--- src/rtl/fp_pkg.sv ---
// Shared constants and stage-1 register layout for the floating-point normalizer.
package fp_pkg;

    localparam int SIZE_MAN   = 28;
    localparam int SIZE_EXP   = 8;
    localparam int SIZE_SHIFT = $clog2(SIZE_MAN);
    // Leading-zero count must also represent SIZE_MAN itself (all-zero mantissa).
    localparam int SIZE_LZ    = $clog2(SIZE_MAN + 1);

    typedef struct packed {
        logic [SIZE_MAN-1:0] man;
        logic [SIZE_EXP-1:0] exp;
        logic [SIZE_LZ-1:0]  lz;
        logic                sign;
        logic                is_zero;
    } norm_s1_t;

endpackage

--- src/rtl/fp_norm_left_shf.sv ---
// SHF_left: logarithmic left barrel shifter, zero fill at the LSB.
module SHF_left #(
    parameter int SIZE_DATA  = 28,
    parameter int SIZE_SHIFT = 5
) (
    input  logic [SIZE_SHIFT-1:0] i_shift_number,
    input  logic [SIZE_DATA-1:0]  i_data,
    output logic [SIZE_DATA-1:0]  o_data
);

    logic [SIZE_DATA-1:0] stage [SIZE_SHIFT+1];

    assign stage[0] = i_data;

    for (genvar k = 0; k < SIZE_SHIFT; k++) begin : g_stage
        assign stage[k+1] = i_shift_number[k] ? (stage[k] << (2 ** k)) : stage[k];
    end

    assign o_data = stage[SIZE_SHIFT];

endmodule

--- src/rtl/fp_norm_left.sv ---
// Two-stage mantissa normalizer (LZC, then shift/exponent adjust) with valid/ready.
// Optional build macro NORM_DENORM_EN selects gradual underflow instead of flush-to-zero.
module fp_norm_left
    import fp_pkg::*;
#(
    parameter int SIZE_MAN   = fp_pkg::SIZE_MAN,
    parameter int SIZE_EXP   = fp_pkg::SIZE_EXP,
    parameter int SIZE_SHIFT = fp_pkg::SIZE_SHIFT
) (
    input  logic                i_clk,
    input  logic                i_rst,
    input  logic                i_valid,
    output logic                o_ready,
    input  logic [SIZE_MAN-1:0] i_man,
    input  logic [SIZE_EXP-1:0] i_exp,
    input  logic                i_sign,
    output logic                o_valid,
    input  logic                i_ready,
    output logic [SIZE_MAN-1:0] o_man,
    output logic [SIZE_EXP-1:0] o_exp,
    output logic                o_sign,
    output logic                o_zero,
    output logic                o_underflow
);

    localparam int EXP_W = SIZE_EXP + 1;

    function automatic logic [SIZE_LZ-1:0] count_lz(input logic [SIZE_MAN-1:0] man);
        count_lz = SIZE_LZ'(SIZE_MAN);
        for (int i = 0; i < SIZE_MAN; i++) begin
            if (man[i]) count_lz = SIZE_LZ'(SIZE_MAN - 1 - i);
        end
    endfunction

    norm_s1_t s1;
    logic     s1_v, s2_v, en1, en2;

    assign en2     = !s2_v || i_ready;
    assign en1     = !s1_v || en2;
    assign o_ready = en1;
    assign o_valid = s2_v;

    // Stage 2 combinational: shift amount selection and exponent adjust.
    logic [SIZE_SHIFT-1:0] sh;
    logic [SIZE_MAN-1:0]   shifted, n_man;
    logic [SIZE_EXP-1:0]   n_exp;
    logic                  n_zero, n_uf, keep_man;
    logic [EXP_W-1:0]      exp_w, lz_w;

    assign exp_w = {1'b0, s1.exp};
    assign lz_w  = EXP_W'(s1.lz);

    SHF_left #(
        .SIZE_DATA  (SIZE_MAN),
        .SIZE_SHIFT (SIZE_SHIFT)
    ) u_shf (
        .i_shift_number (sh),
        .i_data         (s1.man),
        .o_data         (shifted)
    );

    // NOTE: every always_comb output gets a default first so no path leaves it unassigned (no latch).
    always_comb begin
        sh       = '0;
        n_exp    = '0;
        n_zero   = 1'b0;
        n_uf     = 1'b0;
        keep_man = 1'b1;
        if (s1.is_zero) begin
            n_zero   = 1'b1;
            keep_man = 1'b0;
        end else if (lz_w < exp_w) begin
            sh    = SIZE_SHIFT'(s1.lz);
            n_exp = s1.exp - SIZE_EXP'(s1.lz);
        end else begin
            n_uf = 1'b1;
`ifdef NORM_DENORM_EN
            // exp <= lz < SIZE_MAN here, so exp-1 always fits the shifter.
            sh = (s1.exp == '0) ? '0 : SIZE_SHIFT'(s1.exp - 1'b1);
`else
            n_zero   = 1'b1;
            keep_man = 1'b0;
`endif
        end
        n_man = keep_man ? shifted : '0;
    end

    // NOTE: sequential state uses non-blocking assignments so every register samples pre-edge values.
    // NOTE: the stage-1 data register is reset too, keeping post-reset state fully deterministic.
    always_ff @(posedge i_clk or posedge i_rst) begin
        if (i_rst) begin
            s1_v        <= 1'b0;
            s1          <= '0;
            s2_v        <= 1'b0;
            o_man       <= '0;
            o_exp       <= '0;
            o_sign      <= 1'b0;
            o_zero      <= 1'b0;
            o_underflow <= 1'b0;
        end else begin
            if (en1) begin
                s1_v <= i_valid;
                if (i_valid) begin
                    s1 <= '{man: i_man, exp: i_exp, lz: count_lz(i_man),
                           sign: i_sign, is_zero: (i_man == '0)};
                end
            end
            if (en2) begin
                s2_v <= s1_v;
                if (s1_v) begin
                    o_man       <= n_man;
                    o_exp       <= n_exp;
                    o_sign      <= s1.sign;
                    o_zero      <= n_zero;
                    o_underflow <= n_uf;
                end
            end
        end
    end

endmodule

--- config.mk ---
export PLATFORM = sky130hd
export DESIGN_NAME = fp_norm_left
export DESIGN_NICKNAME = d
export VERILOG_FILES = /design/src/rtl/fp_pkg.sv /design/src/rtl/fp_norm_left_shf.sv /design/src/rtl/fp_norm_left.sv
export SDC_FILE = /design/constraint.sdc
export NUM_CORES = 1
export LEC_CHECK = 0
export CAP_MARGIN = 20
export CORE_UTILIZATION = 43
export CTS_CLUSTER_DIAMETER = 30
export DETAILED_ROUTE_END_ITERATION = 10
export PLACE_DENSITY = 0.66
export SKIP_LAST_GASP = 1
export SYNTH_ARGS = -nofsm -noshare
export SYNTH_HDL_FRONTEND = slang
export SYNTH_HIERARCHICAL = 1
export SYNTH_SLANG_ARGS = --single-unit
export TNS_END_PERCENT = 10
--- constraint.sdc ---
create_clock -name i_clk -period 4.3 [get_ports i_clk]
set_clock_uncertainty 0.15 [all_clocks]
set_input_delay 0.43 -clock i_clk [delete_from_list [all_inputs] [get_ports i_clk]]
set_output_delay 0.43 -clock i_clk [all_outputs]
set_load 0.005 [all_outputs]
Word-level counts from Yosys, hierarchy flattened
Index checks and enable logic that the tools add are counted.
{"block": "op_classes", "add_sub_neg": 1, "order_cmp": 1, "n_reduce_logical": 7, "muxes": 43}
{"op": "$mux 28", "count": 6}
{"op": "$mux 5", "count": 29}
{"op": "$logic_not 28->1", "count": 1}
{"op": "$mux 8", "count": 2}
{"op": "$lt 5x8->1", "count": 1}
{"op": "$sub 8x5->8", "count": 1}
{"op": "$mux 1", "count": 5}
{"op": "$reduce_and 2->1", "count": 2}
{"op": "$mux 3", "count": 1}
{"op": "$logic_not 1->1", "count": 2}
{"op": "$logic_or 1x1->1", "count": 2}
{"block": "word_totals", "elab_cells": 64, "register_bits": 84, "out_inout_bits": 41}

Longest topological paths before layout
Gate-level depths: netlist of the first run.
{"block": "depth", "ltp_word": 28, "ltp_mapped": 18, "depth_no_buf": 14}

Modules after synthesis
The synthesis of the first run kept the hierarchy.
{"mod": "fp_norm_left", "cells_each": 366, "seq_area_each_um2": 2102.0, "instances": 1, "area_each_um2": 3838.7}
{"mod": "SHF_left", "cells_each": 167, "seq_area_each_um2": 0.0, "instances": 1, "area_each_um2": 1554.0}

Worst setup path after synthesis of the first run
OpenSTA, ideal clock, no wires.
{"block": "synth_timing", "path_kind": "flip-flop to flip-flop", "startpoint": "register s1 (netlist bit exp_w[0])", "endpoint": "register o_man[26]", "period_less_slack_ns": 3.364, "n_path_buf": 3, "setup_slack_ns": 0.936, "stages_incl_launch_ff": 18, "t_arrival_ns": 3.087, "required_time_ns": 4.023, "path_cell_list": "dfrtp_1 inv_1 ha_1 inv_1 fa_1 a211oi_2 o211ai_1 nand2_2 buf_6 buf_6 nor2_1 buf_4 mux2_2 mux4_2 o22ai_1 a311oi_1 nand2_1 o21ai_0"}
{"block": "synth_via", "word_cells_on_any_way": 11, "cone_classes": "order compare: 1; mux: 10"}
{"item": "from (decl)", "line": "fp_norm_left.sv:35", "rtl": "norm_s1_t s1;"}
{"item": "from (signal assigned)", "line": "fp_norm_left.sv:104", "rtl": "s1 <= '{man: i_man, exp: i_exp, lz: count_lz(i_man),"}
{"item": "$lt 5x8->1", "line": "fp_norm_left.sv:72", "rtl": "end else if (lz_w < exp_w) begin"}
{"item": "$mux 5", "line": "fp_norm_left.sv:72"}
{"item": "$mux 5", "line": "fp_norm_left.sv:69", "rtl": "if (s1.is_zero) begin"}
{"item": "named net sh[1]", "line": "fp_norm_left.sv:44", "rtl": "logic [SIZE_SHIFT-1:0] sh;"}
{"item": "$mux 28 (4 in series)", "line": "fp_norm_left_shf.sv:16", "rtl": "assign stage[k+1] = i_shift_number[k] ? (stage[k] << (2 ** k)) : stage[k];"}
{"item": "named net shifted[26]", "line": "fp_norm_left.sv:45", "rtl": "logic [SIZE_MAN-1:0] shifted, n_man;"}
{"item": "$mux 28", "line": "fp_norm_left.sv:85", "rtl": "n_man = keep_man ? shifted : '0;"}
{"item": "to (signal assigned)", "line": "fp_norm_left.sv:111", "rtl": "o_man <= n_man;"}
{"item": "to (decl)", "line": "fp_norm_left.sv:19", "rtl": "output logic [SIZE_MAN-1:0] o_man,"}
The timed path passes the listed nets, and every way through them passes these cells.
A chain may end at the register's enable or synchronous reset.

Final worst setup path of the first run
{"block": "layout_timing", "startpoint": "register s1 (netlist bit lz_w[0])", "endpoint": "register o_man[27]"}
The elaborated chain is that of the path after synthesis.

==> metrics.txt, run 1 <==
synthesized net count=580; Post-DRT Antenna Nets=0; clk buf depth=2; placed insts=762; GR Overflow Total=0; Root Buffer Master=clkbuf_16; Vias=4,485; Hold Buf Count CTS=0; critical path required time=4.37 ns; Post-Synth Adder-Cell Area=1.53%; Initial Util=44.5%; first-pass GRT wire length=24,000 µm; Worst setup EP type=flip-flop; fraction of registers with async set/reset=100%; drt first-iter violations=297; Die Area=13,000 µm²; # IOs=82; Leak Pwr=0.00267 µW; Synth area leaders=dfrtp_1 39%, mux4_2 11%, mux2_2 10%; clk slew on worst S/H paths=0.06 ns; number of global-route vias before repair=4,486; largest family of logic cells by synthesized area=multiplexers; fmax=249 MHz; Power Density=446 nW/µm²; Tot Pwr=2960 µW; type of origin of the critical path=flip-flop; status=complete, no violations; period utilisation layout=93.5%; Hold WC Path Type=flip-flop to flip-flop; antenna violations before repair=0; area share of xor/xnor cells in the synthesized design=0.812%; CTS HTree Levels=3; type of the worst setup path=flip-flop to flip-flop; first drt pass iteration count=5; Cells after Synth=533; port bufs=81; latest clock arrival within the worst-skew pair=0.35 ns; Global Route Usage Sum=24.3%; multiplexer share of the synthesized area=24.2%; RD Place Congestion=0.950; Seq/Total Area, Yosys=39.0%; CTS Sinks=84; maximum VDD drop=0.193 mV; Final #Nets=653; Layout area overhead=23.1%; CTS tree=built; dpl hpwl=11,100 µm; Synth Area in Simple Gates=15.6%; area of the mapped netlist=5390 µm²; flops & latches, synth=84; Cell variety after synth=64; Final Instance Count excl. Fillers=779; fin. max-slew vios=0; Util after Layout=54.8%; CTS buffer count=9; Synth Area in Compound Gates=14.2%; max-cap violations=0; post-synth top area cell=dfrtp_1; # diodes=0; layout cell share with drive strength beyond 1=20.5%; Post-CTS Setup Inserts=0; DIE HEIGHT=114 µm; die width=114 µm; crit path max fanout=22; drt drc=0; Yosys Warn Count=6; Synth top area share=39.0%; worst path arrival time=4.09 ns; Syn Area/Cell=10.1 µm²; worst-margin pin slew=0.979 ns; most common flop cell mapped by yosys=dfrtp_1; Rel. slew slack=34.7%; final-report setup violation count=0; Final min period=4.02 ns; RSZ-0062 raised after global routing=no; routed vias/inst=5.76; largest net degree at the start of global routing=47; core area=12,100 µm²; CTS resizes=0; final hold viol count=0; Placement Rows=40; Setup TNS=0 ns; Wirelength per Cell=19.1 µm; WL final=14,900 µm; count of flip-flops with a built-in enable after synthesis=0
## power breakdown
group | internal, µW | switching, µW | total (µW) | leakage (µW)
sequential | 960 | 138 | 1100 | 0.00102
combinational | 617 | 505 | 1120 | 0.00151
clock | 410 | 330 | 740 | 0.000136
## cells in the final DEF, fill, tap and decap left out, types with 3 or more instances in the layout
| cell type | Yosys | final |
|---|---|---|
| a211oi_1 | 5 | 5 |
| a21o_1 | 3 | 3 |
| a21oi_1 | 10 | 10 |
| and3_1 | 6 | 6 |
| buf_4 | 1 | 15 |
| clkbuf_16 | 0 | 10 |
| clkdlybuf4s50_1 | 0 | 81 |
| clkinv_2 | 0 | 3 |
| dfrtp_1 | 84 | 84 |
| ha_1 | 5 | 5 |
| inv_1 | 14 | 13 |
| mux2_2 | 50 | 50 |
| mux2i_1 | 11 | 11 |
| mux4_2 | 27 | 27 |
| nand2_1 | 99 | 98 |
| nand2b_1 | 7 | 7 |
| nand3_1 | 7 | 7 |
| nor2_1 | 40 | 39 |
| nor2b_1 | 4 | 4 |
| nor3_1 | 5 | 5 |
| nor4_1 | 7 | 7 |
| o211ai_1 | 5 | 5 |
| o21ai_0 | 40 | 40 |
| o21ai_1 | 3 | 3 |
| o21ai_2 | 6 | 6 |
| o22ai_1 | 6 | 6 |
| o31ai_1 | 5 | 5 |
| xnor2_1 | 3 | 3 |
## worst max-delay path, stage by stage (launching register included)
cell and delay, ns:
dfrtp_1 0.40, ha_1 0.21, inv_1 0.08, fa_1 0.24, a211oi_2 0.11, o211ai_1 0.26, nand2_2 0.10, nor2_2 0.75
buf_4 0.30, mux4_1 0.45, mux2_2 0.33, a22oi_2 0.14, o2111ai_1 0.18, nand2_1 0.13, o21ai_2 0.05
## cells by family (layout without fill, tap and decap cells)
family	Yosys count	after routing
xor gates and xnor gates	5	5
buffers and inverters	50	128
adders and majority gates	6	6
and+or+nand+nor	189	189
DFF	84	84
AOI/OAI and AO/OA	110	110
muxes	89	89
## cell usage after synthesis, types with 6 or more instances
| library cell | n |
|---|---|
| nand2_1 | 99 |
| dfrtp_1 | 84 |
| mux2_2 | 50 |
| nor2_1 | 40 |
| o21ai_0 | 40 |
| mux4_2 | 27 |
| clkbuf_1 | 14 |
| inv_1 | 14 |
| buf_2 | 11 |
| mux2i_1 | 11 |
| a21oi_1 | 10 |
| nand2b_1 | 7 |
| nand3_1 | 7 |
| nor4_1 | 7 |
| and3_1 | 6 |
| buf_6 | 6 |
| o21ai_2 | 6 |
| o22ai_1 | 6 |
## layer usage
layer	vias up	global-route usage [%]	wire length, µm
met5	-	0	0
met4	0	11.1	414
met3	28	3.29	602
met2	126	37.9	6880
met1	2228	33.9	6990
li1	2103	-	-
## stage by stage
stage               area (µm²)  hold WS (ns)  setup slack (ns)
finish                    6640         0.323             0.279
global route              6640         0.341            0.0472
CTS                       6610         0.324             0.287
detailed placement        6340         0.312             0.302
global placement          6340         0.297             0.401
floorplan                 5390         0.283             0.936
## state kept, by name (all words and copies together) (netlist names), 5 cells and up
register and count:
exp_w 8, lz_w 5, o_exp 8, o_man 28, s1 30
## layout make-up
class                      count  area, µm²
inverter                      15       57.6
clock inverter                 5       35.0
clock buffer                  11        243
fill                        1141       5470
timing repair buffer          97        948
multi-input combinational    399       3040
sequential                    84       2100
tap                          168        210
## worst paths after layout
check,start,cells after the start,endpoint,slack (ns)
max reg2reg,lz_w[0],14,o_man[27],0.28
min in group asynchronous,i_rst,2,o_exp[5],0.38
max in group asynchronous,i_rst,3,o_man[11],2.62
max,lz_w[0],14,o_man[27],0.28
min,o_man[16],2,o_man[16],0.32
min reg2reg,o_man[16],2,o_man[16],0.32
No activity file was read; power rests on OpenSTA's default activity.
==> inputs of run 2 (changes only) <==
Settings changed: GPL_ROUTABILITY_DRIVEN from default to 0, PLACE_DENSITY 0.66 to 0.72.
==> metrics.txt, run 2 (synthesis results as in run 1) <==
Worst setup EP type=flip-flop; Worst Path Buf+Inv=2; drt drc=0; worst path arrival time=3.95 ns; CP Launch Point=lz_w[0]; DIE HEIGHT=114 µm; Hold Buf Count CTS=0; crit path max fanout=30; Final min period=3.90 ns; most common cell after layout, fill and taps aside=nand2_1; Post-CTS Setup Inserts=0; CTS HTree Levels=3; type of the worst setup path=flip-flop to flip-flop; routed vias/inst=5.79; Global Route Usage Sum=21.8%; Final #Nets=647; reg-to-reg startpoint=lz_w[0]; worst-margin pin slew=1.01 ns; Cell Area, Placed=6320 µm²; number of global-route vias before repair=4,264; critical path required time=4.36 ns; commonest cells after routing, fill and taps aside=99 x nand2_1, 84 x dfrtp_1, 81 x clkdlybuf4s50_1; status=complete, no violations; WL final=13,500 µm; drt first-iter violations=318; final worst setup slack=0.402 ns; first-pass GRT wire length=22,100 µm; max-cap violations=0; max reg flops=30; Reg power frac=36.8%; Critical-path top delay cell=mux4_2; leading registers by flop count=s1 (30), o_man (28); CTS Sinks=84; Hold WC Path Type=flip-flop to flip-flop; GR Overflow Total=0; core area=12,100 µm²; internal power=2030 µW; layout cell share with drive strength beyond 1=19.7%; clk slew on worst S/H paths=0.07 ns; first drt pass iteration count=5; Layout area overhead=22.9%; period utilisation layout=90.6%; CTS resizes=0; Power Density=451 nW/µm²; fin area=6630 µm²; die width=114 µm; latest clock arrival within the worst-skew pair=0.34 ns; Root Buffer Master=clkbuf_16; Post-DRT Antenna Nets=0; crit-path max cell delay=0.53 ns; final hold viol count=0; r2r setup slk=0.40 ns; Placement Rows=40; clk buf depth=2; # IOs=82; Initial Util=44.5%; port bufs=81; switching share of total power=32.2%; Crit path max-delay family=multiplexers; Net Sw Power=961 µW; fmax=257 MHz; CTS tree=built; RSZ-0062 raised after global routing=no; maximum VDD drop=0.190 mV; clock group share of total power=26.2%; largest net degree at the start of global routing=46; CTS buffer count=9; final-report setup violation count=0; combinational cell fraction of total power=37.0%; type of origin of the critical path=flip-flop; Setup TNS=0 ns; antenna violations before repair=0; hold path startpoint=s1[1]; dpl hpwl=10,300 µm; Rel. slew slack=32.6%; Leak Pwr=0.00265 µW; Die Area=13,000 µm²; fin. max-slew vios=0; Biggest register=s1; DP Worst Slack=0.396 ns; Wirelength per Cell=17.5 µm; # diodes=0; cell chain of the critical path=ha_1, inv_1, fa_1, a211oi_2, o211ai_1, nand2_2, nor2_2, buf_4, mux2_2, mux4_2, o22ai_1, a311oi_1, nand2_1, o21ai_0; Vias=4,479
[run 2: path summary, 6_finish.rpt]
| path | end | cells past startpoint |
|---|---|---|
| min in group asynchronous | s1[1] | 2 |
| worst max register to register | o_man[26] | 14 |
| worst min register to register | o_sign | 2 |
| worst max-delay path | o_man[26] | 14 |
| max in group asynchronous | s1[28] | 3 |
| worst min-delay path | o_sign | 2 |
[run 2: power groups by stage]
stage / Combinational [µW] / Sequential [µW] / Clock (µW)
6_report: 1100 / 1100 / 784
3_5_place_dp: 1090 / 1110 / 0
4_1_cts: 1100 / 1100 / 797
3_3_place_gp: 1080 / 1100 / 0
5_1_grt: 1190 / 1120 / 839
2_1_floorplan: 658 / 1080 / 0
[run 2: layer usage]
metal | global-route usage (%) | vias to the layer above | routed length [µm]
li1 | - | 2087 | -
met1 | 30.6 | 2170 | 6060
met2 | 34.0 | 193 | 6400
met3 | 4.78 | 29 | 821
met4 | 6.41 | 0 | 257
met5 | 0 | - | 0
[run 2: area by class of cell]
class / count / area (µm²)
fill: 1074 / 5490
multi-input combinational: 399 / 3040
sequential: 84 / 2100
clock buffer: 10 / 229
inverter: 15 / 61.3
timing repair buffer: 91 / 911
clock inverter: 6 / 71.3
tap: 168 / 210
[run 2: worst min-delay path, delay by kind of cell, from the launching register on]
family	cells	cell delay (ns)
and+or+nand+nor	2	0.10
DFF	1	0.35
[run 2: metrics by stage]
stage / total power (µW) / hold WS, ns / instances / util [%]
floorplan: 1740 / 0.283 / 533 / -
global placement: 2180 / 0.297 / 757 / 52.2
detailed placement: 2210 / 0.318 / 757 / 52.2
CTS: 3000 / 0.333 / 773 / 54.7
global route: 3150 / 0.353 / 773 / 54.7
finish: 2990 / 0.326 / 773 / 54.7
==> inputs of run 3 (changes only) <==
Settings changed: GPL_ROUTABILITY_DRIVEN 0 to default.
Clock period 4.3 ns to 4.2 ns, I/O delays scaled along.
==> metrics.txt, run 3 (synthesis results as in run 1) <==
Power Density=456 nW/µm²; type of origin of the critical path=flip-flop; Hold WC Path Type=primary input to asynchronous set/reset pin; worst path arrival time=4.04 ns; number of global-route vias before repair=4,493; crit-path max cell delay=0.59 ns; max reg flops=30; Biggest register=s1; largest net degree at the start of global routing=46; RSZ-0062 raised after global routing=no; Final min period=3.95 ns; GR Overflow Total=0; fmax=253 MHz; Global Route Usage Sum=24.2%; most common cell after layout, fill and taps aside=nand2_1; DIE HEIGHT=114 µm; Crit path max-delay family=simple AND/OR/NAND/NOR gates; dpl hpwl=11,100 µm; Layout area overhead=23.5%; period utilisation layout=94.1%; Hold Buf Count CTS=0; Wirelength per Cell=19.0 µm; Tot Pwr=3030 µW; register area=2100 µm²; Placement Rows=40; WL final=14,800 µm; clk buf depth=2; reg2reg path depth=13; Rel. slew slack=50.2%; Worst setup EP type=flip-flop; drt first-iter violations=349; Fillers=1,102; final hold viol count=0; Vias=4,461; Multi-input gate area=3040 µm²; Worst Path Buf+Inv=2; commonest cells after routing, fill and taps aside=99 x nand2_1, 84 x dfrtp_1, 81 x clkdlybuf4s50_1; CTS tree=built; CTS buffer count=9; CTS HTree Levels=3; port bufs=81; Root Buffer Master=clkbuf_16; Die Area=13,000 µm²; Leak Pwr=0.00268 µW; layout cell share with drive strength beyond 1=20.5%; Setup TNS=0 ns; first-pass GRT wire length=23,800 µm; max-cap violations=0; Post-CTS Setup Inserts=0; routed vias/inst=5.73; r2r setup slk=0.25 ns; CTS Sinks=84; latest clock arrival within the worst-skew pair=0.35 ns; # IOs=82; final-report setup violation count=0; clk slew on worst S/H paths=0.06 ns; Final #Nets=652; cell chain of the critical path=inv_1, ha_1, o21ai_0, o211ai_1, nand2_2, nor2_2, buf_4, mux4_2, mux2_2, nand3_1, o2111ai_1, nand2_1, o21ai_2; critical path depth in cells=13; die width=114 µm; drt drc=0; RD Place Congestion=0.917; crit path max fanout=17; # diodes=0; first drt pass iteration count=5; core area=12,100 µm²; Initial Util=44.5%; type of the worst setup path=flip-flop to flip-flop; Post-DRT Antenna Nets=0; worst-margin pin slew=0.746 ns; leading registers by flop count=s1 (30), o_man (28); status=complete, no violations; maximum VDD drop=0.239 mV; antenna violations before repair=0; critical path required time=4.28 ns; CTS resizes=0; Critical-path top delay cell=nor2_2; fin. max-slew vios=0
[run 3: stage by stage]
stage	instance area [µm²]	hold WS (ns)	setup slack (ns)	cells	utilization, %
after floorplan	5390	0.283	0.836	533	-
after global placement	6340	0.306	0.371	761	52.3
after detailed placement	6340	0.305	0.338	761	52.3
after CTS	6630	0.321	0.293	777	54.7
after global routing	6660	0.351	0.00623	778	55.0
final	6660	0.308	0.247	778	55.0
[run 3: area by class of cell]
class                           count  area share, %
Tap cell                          168           3.16
Multi-Input combinational cell    399           45.7
Clock inverter                      5          0.526
Inverter                           15          0.921
Clock buffer                       11           3.80
Timing Repair Buffer               96           14.4
Sequential cell                    84           31.6
[run 3: worst register-to-register path: cells and delay by family (launching register included)]
kind | cells | cell delay, ns
simple gates | 4 | 0.91
mux | 2 | 0.84
compound gates | 4 | 0.74
buf+inv | 2 | 0.43
fa+ha+maj | 1 | 0.41
flops | 1 | 0.35
[run 3: power breakdown]
part	internal (µW)	switching [µW]
clock network	433	331
registers	983	142
logic	628	515
total	2040	988
[run 3: routing by layer]
metal / vias to the layer above / global-route usage (%) / routed length (µm)
met3: 27 / 4.46 / 814
li1: 2091 / - / -
met2: 163 / 38.1 / 6990
met1: 2180 / 33.0 / 6610
met5: - / 0 / 0
met4: 0 / 9.52 / 375
[run 3: worst paths after layout]
check / end / startpoint
worst max-delay path: o_man[27] / lz_w[3]
worst min-delay path: o_man[4] / i_rst
worst max register to register: o_man[27] / lz_w[3]
worst min register to register: o_sign / s1[1]
max in group asynchronous: o_man[16] / i_rst
min in group i_clk: o_sign / s1[1]
